### config.mk
export PLATFORM = sky130hd
export DESIGN_NAME = platform_field
export DESIGN_NICKNAME = d
export VERILOG_FILES = /design/src/rtl/platform_field_pkg.sv /design/src/rtl/platform_field_lfsr16.sv /design/src/rtl/platform_field.sv
export SDC_FILE = /design/constraint.sdc
export NUM_CORES = 1
export LEC_CHECK = 0
export ABC_AREA = 1
export CAP_MARGIN = 25
export CORE_MARGIN = 3
export CORE_UTILIZATION = 55
export DETAILED_ROUTE_END_ITERATION = 8
export HOLD_SLACK_MARGIN = 0.06
export PLACE_DENSITY = 0.68
export SYNTH_ARGS = -nofsm -noshare
export SYNTH_HDL_FRONTEND = slang
export SYNTH_HIERARCHICAL = 1
export SYNTH_SLANG_ARGS = --single-unit
### constraint.sdc
create_clock -name Clk -period 6.4 [get_ports Clk]
set_clock_uncertainty 0.15 [all_clocks]
set_input_delay 0.64 -clock Clk [delete_from_list [all_inputs] [get_ports Clk]]
set_output_delay 0.64 -clock Clk [all_outputs]
set_load 0.01 [all_outputs]
### src/rtl/platform_field_pkg.sv
// Shared types, default geometry and helpers for the platform field store/scroller.
package platform_field_pkg;

   typedef enum logic [2:0] {IDLE, INIT, WAIT, SCROLL, SCORE} state_e;

   localparam int          SCREEN_W_D  = 640;
   localparam int          SCREEN_H_D  = 480;
   localparam int          SCROLL_LN_D = 200;
   localparam int          MAX_SHIFT_D = 15;
   localparam int          W_EASY_D    = 64;
   localparam int          W_MED_D     = 48;
   localparam int          W_HARD_D    = 32;
   localparam logic [15:0] LFSR_SEED_D = 16'hACE1;

   function automatic logic [8:0] width_of(input logic [1:0] diff, input logic [8:0] we,
                                           input logic [8:0] wm, input logic [8:0] wh);
      case (diff)
         2'd0:    return we;
         2'd1:    return wm;
         default: return wh;
      endcase
   endfunction

   // 3-digit BCD accumulate of a 0..15 increment, pinned at 999 instead of wrapping.
   function automatic logic [11:0] bcd_add_sat(input logic [11:0] a, input logic [3:0] b);
      logic [3:0] bt, bo;
      logic [4:0] d0, d1, d2;
      logic       c0, c1;
      bt = (b >= 4'd10) ? 4'd1 : 4'd0;
      bo = (b >= 4'd10) ? b - 4'd10 : b;
      d0 = {1'b0, a[3:0]} + {1'b0, bo};
      c0 = (d0 > 5'd9);
      if (c0) d0 = d0 - 5'd10;
      d1 = {1'b0, a[7:4]} + {1'b0, bt} + {4'b0, c0};
      c1 = (d1 > 5'd9);
      if (c1) d1 = d1 - 5'd10;
      d2 = {1'b0, a[11:8]} + {4'b0, c1};
      if (d2 > 5'd9) return 12'h999;
      return {d2[3:0], d1[3:0], d0[3:0]};
   endfunction

endpackage

### src/rtl/platform_field_lfsr16.sv
// Free-running 16-bit Galois LFSR, taps x^16+x^14+x^13+x^11+1.
module lfsr16 #(
   parameter logic [15:0] SEED = 16'hACE1
) (
   input  logic        Clk,
   input  logic        Reset_n,
   output logic [15:0] q
);

   always_ff @(posedge Clk or negedge Reset_n) begin
      if (!Reset_n) q <= SEED;
      else          q <= {1'b0, q[15:1]} ^ (q[0] ? 16'hB400 : 16'h0000);
   end

endmodule

### src/rtl/platform_field.sv
// N-entry platform store: initialises, scrolls and respawns platforms each frame,
// keeps a BCD score and exposes a registered random-access read port.
module platform_field
   import platform_field_pkg::*;
#(
   parameter int          NUM_PLAT  = 16,
   parameter int          SCREEN_W  = SCREEN_W_D,
   parameter int          SCREEN_H  = SCREEN_H_D,
   parameter int          SCROLL_LN = SCROLL_LN_D,
   parameter int          MAX_SHIFT = MAX_SHIFT_D,
   parameter int          W_EASY    = W_EASY_D,
   parameter int          W_MED     = W_MED_D,
   parameter int          W_HARD    = W_HARD_D,
   parameter logic [15:0] LFSR_SEED = LFSR_SEED_D,
   localparam int         IW        = (NUM_PLAT > 1) ? $clog2(NUM_PLAT) : 1
) (
   input  logic          Clk,
   input  logic          Reset_n,
   input  logic          frame_tick,
   input  logic          start,
   input  logic [9:0]    doodle_y,
   input  logic          rising,
   input  logic [1:0]    difficulty,
   input  logic [IW-1:0] rd_idx,
   output logic [9:0]    rd_x,
   output logic [9:0]    rd_y,
   output logic [8:0]    rd_w,
   output logic [3:0]    shift_amt,
   output logic [11:0]   score_bcd,
   output logic          busy,
   output logic          overrun
);

   localparam int SPACING = SCREEN_H / NUM_PLAT;

   state_e        state_q;
   logic [IW-1:0] k_q;
   logic [3:0]    shift_q, shift_amt_q;
   logic [11:0]   score_q;
   logic          busy_q, overrun_q;
   logic [9:0]    x_q [NUM_PLAT];
   logic [9:0]    y_q [NUM_PLAT];
   logic [8:0]    w_q [NUM_PLAT];
   logic [9:0]    rd_x_q, rd_y_q;
   logic [8:0]    rd_w_q;
   logic [15:0]   lfsr_q;

   logic [8:0]    w_d;
   logic [9:0]    lim, r, x_d, y_init, gap;
   logic [10:0]   ny;
   logic [3:0]    shift_d;
   logic          last;

   lfsr16 #(.SEED(LFSR_SEED)) u_lfsr (.Clk(Clk), .Reset_n(Reset_n), .q(lfsr_q));

   always_comb begin
      w_d    = width_of(difficulty, 9'(W_EASY), 9'(W_MED), 9'(W_HARD));
      lim    = 10'(SCREEN_W) - {1'b0, w_d};
      r      = lfsr_q[9:0];
      // r < 1024 and lim > 512 for sane widths, so one subtract lands inside [0, lim).
      x_d    = (r < lim) ? r : r - lim;
      y_init = 10'(32'(k_q) * SPACING);
      ny     = {1'b0, y_q[k_q]} + {7'b0, shift_q};
      gap    = 10'(SCROLL_LN) - doodle_y;
      last   = (k_q == IW'(NUM_PLAT - 1));
      shift_d = '0;
      if (rising && doodle_y < 10'(SCROLL_LN))
         shift_d = (gap > 10'(MAX_SHIFT)) ? 4'(MAX_SHIFT) : gap[3:0];
   end

   always_ff @(posedge Clk or negedge Reset_n) begin
      if (!Reset_n) begin
         state_q     <= IDLE;
         k_q         <= '0;
         shift_q     <= '0;
         shift_amt_q <= '0;
         score_q     <= '0;
         busy_q      <= 1'b0;
         overrun_q   <= 1'b0;
         for (int i = 0; i < NUM_PLAT; i++) begin
            x_q[i] <= '0;
            y_q[i] <= '0;
            w_q[i] <= '0;
         end
      end else if (start) begin
         state_q   <= INIT;
         k_q       <= '0;
         busy_q    <= 1'b1;
         overrun_q <= 1'b0;
         score_q   <= '0;
      end else begin
         if (frame_tick && busy_q) overrun_q <= 1'b1;
         case (state_q)
            IDLE: ;
            INIT: begin
               x_q[k_q] <= x_d;
               y_q[k_q] <= y_init;
               w_q[k_q] <= w_d;
               k_q      <= k_q + 1'b1;
               if (last) begin
                  state_q <= WAIT;
                  busy_q  <= 1'b0;
               end
            end
            WAIT: begin
               if (frame_tick && shift_d != 4'd0) begin
                  shift_q <= shift_d;
                  k_q     <= '0;
                  state_q <= SCROLL;
                  busy_q  <= 1'b1;
               end
            end
            SCROLL: begin
               if (ny >= 11'(SCREEN_H)) begin
                  y_q[k_q] <= 10'(ny - 11'(SCREEN_H));
                  x_q[k_q] <= x_d;
                  w_q[k_q] <= w_d;
               end else begin
                  y_q[k_q] <= ny[9:0];
               end
               k_q <= k_q + 1'b1;
               if (last) begin
                  state_q <= SCORE;
                  busy_q  <= 1'b0;
               end
            end
            SCORE: begin
               score_q     <= bcd_add_sat(score_q, shift_q);
               shift_amt_q <= shift_q;
               state_q     <= WAIT;
            end
            default: state_q <= IDLE;
         endcase
      end
   end

   always_ff @(posedge Clk or negedge Reset_n) begin
      if (!Reset_n) begin
         rd_x_q <= '0;
         rd_y_q <= '0;
         rd_w_q <= '0;
      end else if (32'(rd_idx) < NUM_PLAT) begin
         rd_x_q <= x_q[rd_idx];
         rd_y_q <= y_q[rd_idx];
         rd_w_q <= w_q[rd_idx];
      end else begin
         rd_x_q <= '0;
         rd_y_q <= '0;
         rd_w_q <= '0;
      end
   end

   assign rd_x      = rd_x_q;
   assign rd_y      = rd_y_q;
   assign rd_w      = rd_w_q;
   assign shift_amt = shift_amt_q;
   assign score_bcd = score_q;
   assign busy      = busy_q;
   assign overrun   = overrun_q;

endmodule

==> out/qor.txt <==
CP cell instances: buf_4 > a21oi_1 > o21ai_0 > nand2_1 > o221ai_1 > nand2_1 > fa_1 > nand3_1 > and2_1 > inv_1 > nand2_2 > o21ai_1 > nand2_1 > clkinv_1 > ha_1 > nand3_1 > nor2_4 > nor2_4 > buf_4 > nand2_2 > nand2_1 > nand3_2 > nand2_1 > nand2_1
Largest fanout on the critical path: 51
RSZ-0062 raised after global routing: false
Synth warnings: 6
Worst-margin pin slew: 1.054 ns
Share of cells above drive strength 1: 6.592%
Rows: 75
HPWL after detailed placement: 45,380 µm
Period utilization: 89.44%
Fmax: 0.1747 GHz
PortBufs: 61
Setup Total Neg Slack: 0 ns
Total CTS buffers: 48
Buffer depth of the longest clock path: 3
Cell mode on critical path: nand2_1
Synth Register Bits: 436
Hold WC Path Type: reg2reg
DR vias/cell: 5.769
Final max-slew violation count: 0
Vias in the first global route: 20,150
Post-Route WL: 72,000 µm
Initial antenna violation count: 1
Syn Inst Count: 3,125
Clock Root Buffer: clkbuf_16
Critical path required time: 6.73 ns
Most common flop cell mapped by yosys: dfrtp_1
Die width: 215.0 µm
Arr. time, crit path: 6.05 ns
Final core occ: 62.22%
DR vias: 21,360
CTS HTree Levels: 2
Clock transition at path regs: 0.06 ns
Max-slew headroom: 28.34%
Worst VDD drop: 0.4811 mV
Hold Vio Cnt, Final: 0
Post-synth cell types: 47
Mapped cell area: 24,030 µm²
TritonCTS clock tree: done
Hold-fix buffers, CTS: 1
WS Path Type: reg2reg
DRT iter0 DRCs: 2,632
Syn_area_per_cell: 7.689 µm²
Total grt overflow: 0
Register area share after synthesis: 45.45%
Tmin final: 5.724 ns
DRT Pass-1 Iters: 7
Top delay family on crit path: simple AND/OR/NAND/NOR gates
Outcome: complete, no violations
Clock sink count: 436
GRT Overall Usage: 30.94%
DRC Markers: 0
Critical Path Source Type: flip-flop
Clock Latency Late Sink: 0.60 ns
GP Congestion: 1.010
CORE AREA: 42,510 µm²
Number of buffers added for setup after CTS: 0
EDFF count, synth: 0
Max_cap viols: 0
P_leak: 0.01279 µW
Global-route wire length before repair: 114,100 µm
Initial core utilization: 56.53%
Post_cts resized: 0
Chip Height: 215.0 µm
IO Pins: 68
Area grow syn2layout: 10.07%
Largest net degree at the start of global routing: 173
Crit path largest cell delay: 0.75 ns
Die ar.: 46,230 µm²
Final setup violation count: 0
NumNets Final: 3,154
Crit path max-delay cell type: dfrtp_4
Crit end category: flip-flop
# fillers: 3,782
Antenna-violating nets left: 0
P per Cell Area: 417.4 nW/µm²
Async set or reset register ratio after synthesis: 100.0%
Crit path buffers/inverters: 4
DR WL/cell: 19.44 µm
per-stage QoR:
stage               power, µW  worst slack, ns  area [µm²]  hold WS [ns]  std cells
floorplan                6735            1.558       24050        0.1830       3131
finish                  11040           0.6762       26450        0.2036       3703
detailed placement       8032           0.8354       24740        0.1926       3608
global placement         7965           0.9381       24740        0.1913       3608
global route            11670           0.2959       26450        0.2081       3702
CTS                     10950           0.7865       26420        0.2071       3699
per-layer routing:
metal / wire (µm) / up-vias / track usage (%)
met1: 31760 / 10150 / 45.90
li1: - / 10090 / -
met2: 30930 / 966 / 45.37
met3: 7001 / 153 / 6.977
met5: 0 / - / 0
met4: 2310 / 0 / 9.782
Yosys cell counts, types with 2 or more instances:
| cell | count | area (µm²) |
|---|---|---|
| nand2_1 | 778 | 2920 |
| dfrtp_1 | 428 | 10710 |
| o21ai_0 | 394 | 1972 |
| inv_1 | 358 | 1344 |
| a21oi_1 | 220 | 1101 |
| nand3_1 | 212 | 1061 |
| clkbuf_1 | 125 | 469.2 |
| o21ai_1 | 111 | 555.5 |
| nor2_1 | 105 | 394.1 |
| mux2i_1 | 57 | 570.6 |
| o211ai_1 | 53 | 397.9 |
| ha_1 | 39 | 488.0 |
| buf_2 | 29 | 145.1 |
| o221ai_1 | 24 | 210.2 |
| buf_6 | 20 | 225.2 |
| nor3_1 | 16 | 80.08 |
| buf_4 | 15 | 112.6 |
| buf_1 | 14 | 52.55 |
| xor2_1 | 13 | 113.9 |
| clkinv_1 | 10 | 37.54 |
| fa_1 | 9 | 180.2 |
| nand2_2 | 9 | 56.30 |
| nand2_4 | 9 | 101.4 |
| o21ai_2 | 9 | 78.83 |
| dfstp_2 | 8 | 210.2 |
| or2_2 | 8 | 50.05 |
| o22ai_1 | 7 | 43.79 |
| xnor2_1 | 7 | 61.31 |
| inv_2 | 6 | 22.52 |
| nand4_1 | 5 | 31.28 |
| nand3_2 | 4 | 40.04 |
| a211oi_1 | 3 | 22.52 |
| nor2_4 | 3 | 33.78 |
| conb_1 | 2 | 7.510 |
| nand3b_1 | 2 | 15.01 |
| o21a_1 | 2 | 15.01 |
cell families after synthesis:
kind of cell | Yosys count | share of synthesized area [%]
AND/OR/NAND/NOR | 1156 | 20.08
adder cells (fa/ha/maj) | 48 | 2.781
multiplexers | 57 | 2.374
AO/OA/AOI/OAI | 826 | 18.42
flip-flops | 436 | 45.45
XOR/XNOR | 20 | 0.7290
other | 2 | 0.03125
buffers and inverters | 580 | 10.13
where the power goes:
part           internal [µW]  total [µW]  switching [µW]
clock network           1710        2910            1200
registers               3140        3430             286
logic                   1300        4710            3410
worst reg2reg max path, delay by kind of cell, from the launching register on:
kind	cells	cell delay, ns
buffers and inverters	4	1.07
AND/OR/NAND/NOR	14	2.30
flip-flops	1	0.75
AO/OA/AOI/OAI	4	0.64
adder cells (fa/ha/maj)	2	0.70
layout make-up:
type / count / area [µm²] / area share [%]
repair buffers: 109 / 1008 / 3.813
inverters: 375 / 1410 / 5.332
clock buffers: 62 / 1354 / 5.119
flip-flops and latches: 436 / 10930 / 41.31
diodes: 1 / 2.502 / 0.009462
multi-input cells: 2115 / 10720 / 40.52
clock inverters: 28 / 307.8 / 1.164
well taps: 577 / 721.9 / 2.730
sequential cells by signal, indices dropped and copies added, names as in the netlist, 10 cells and up:
register and cells:
x_q 160, y_q 160, w_q 48, u_lfsr/q 16
score_bcd 12, rd_x 10, rd_y 10
placed cells by master (no fill, tap or decap), types with 5 or more instances in the layout:
cell / synthesis / final
o221ai_1: 24 / 24
nand2_4: 9 / 9
nor3_1: 16 / 16
o21ai_2: 9 / 10
inv_1: 358 / 357
nand4_1: 5 / 5
clkinv_1: 10 / 10
o22ai_1: 7 / 7
xnor2_1: 7 / 7
inv_2: 6 / 7
dfstp_2: 8 / 8
buf_4: 15 / 44
clkbuf_8: 0 / 10
o21ai_1: 111 / 111
xor2_1: 13 / 13
dfrtp_1: 428 / 426
clkdlybuf4s50_1: 0 / 57
clkbuf_16: 0 / 48
a21oi_1: 220 / 218
bufinv_16: 0 / 5
nor2_1: 105 / 104
or2_2: 8 / 8
nand2_1: 778 / 778
ha_1: 39 / 39
conb_1: 2 / 8
clkinv_2: 0 / 16
o21ai_0: 394 / 393
nand3_1: 212 / 212
nand2_2: 9 / 9
fa_1: 9 / 9
o211ai_1: 53 / 53
mux2i_1: 57 / 55
final timing paths:
path                            slack (ns)           end  depth (start not counted)         start
worst max register to register        0.68       y_q[45]                         24        k_q[0]
worst max-delay path                  0.68       y_q[45]                         24        k_q[0]
min in group asynchronous             0.55       y_q[42]                          2       Reset_n
worst min register to register        0.20  u_lfsr/q[11]                          0  u_lfsr/q[12]
max in group asynchronous             4.09      y_q[105]                          3       Reset_n
worst min-delay path                  0.20  u_lfsr/q[11]                          0  u_lfsr/q[12]
Note: power is estimated with default switching activity, not from simulation.
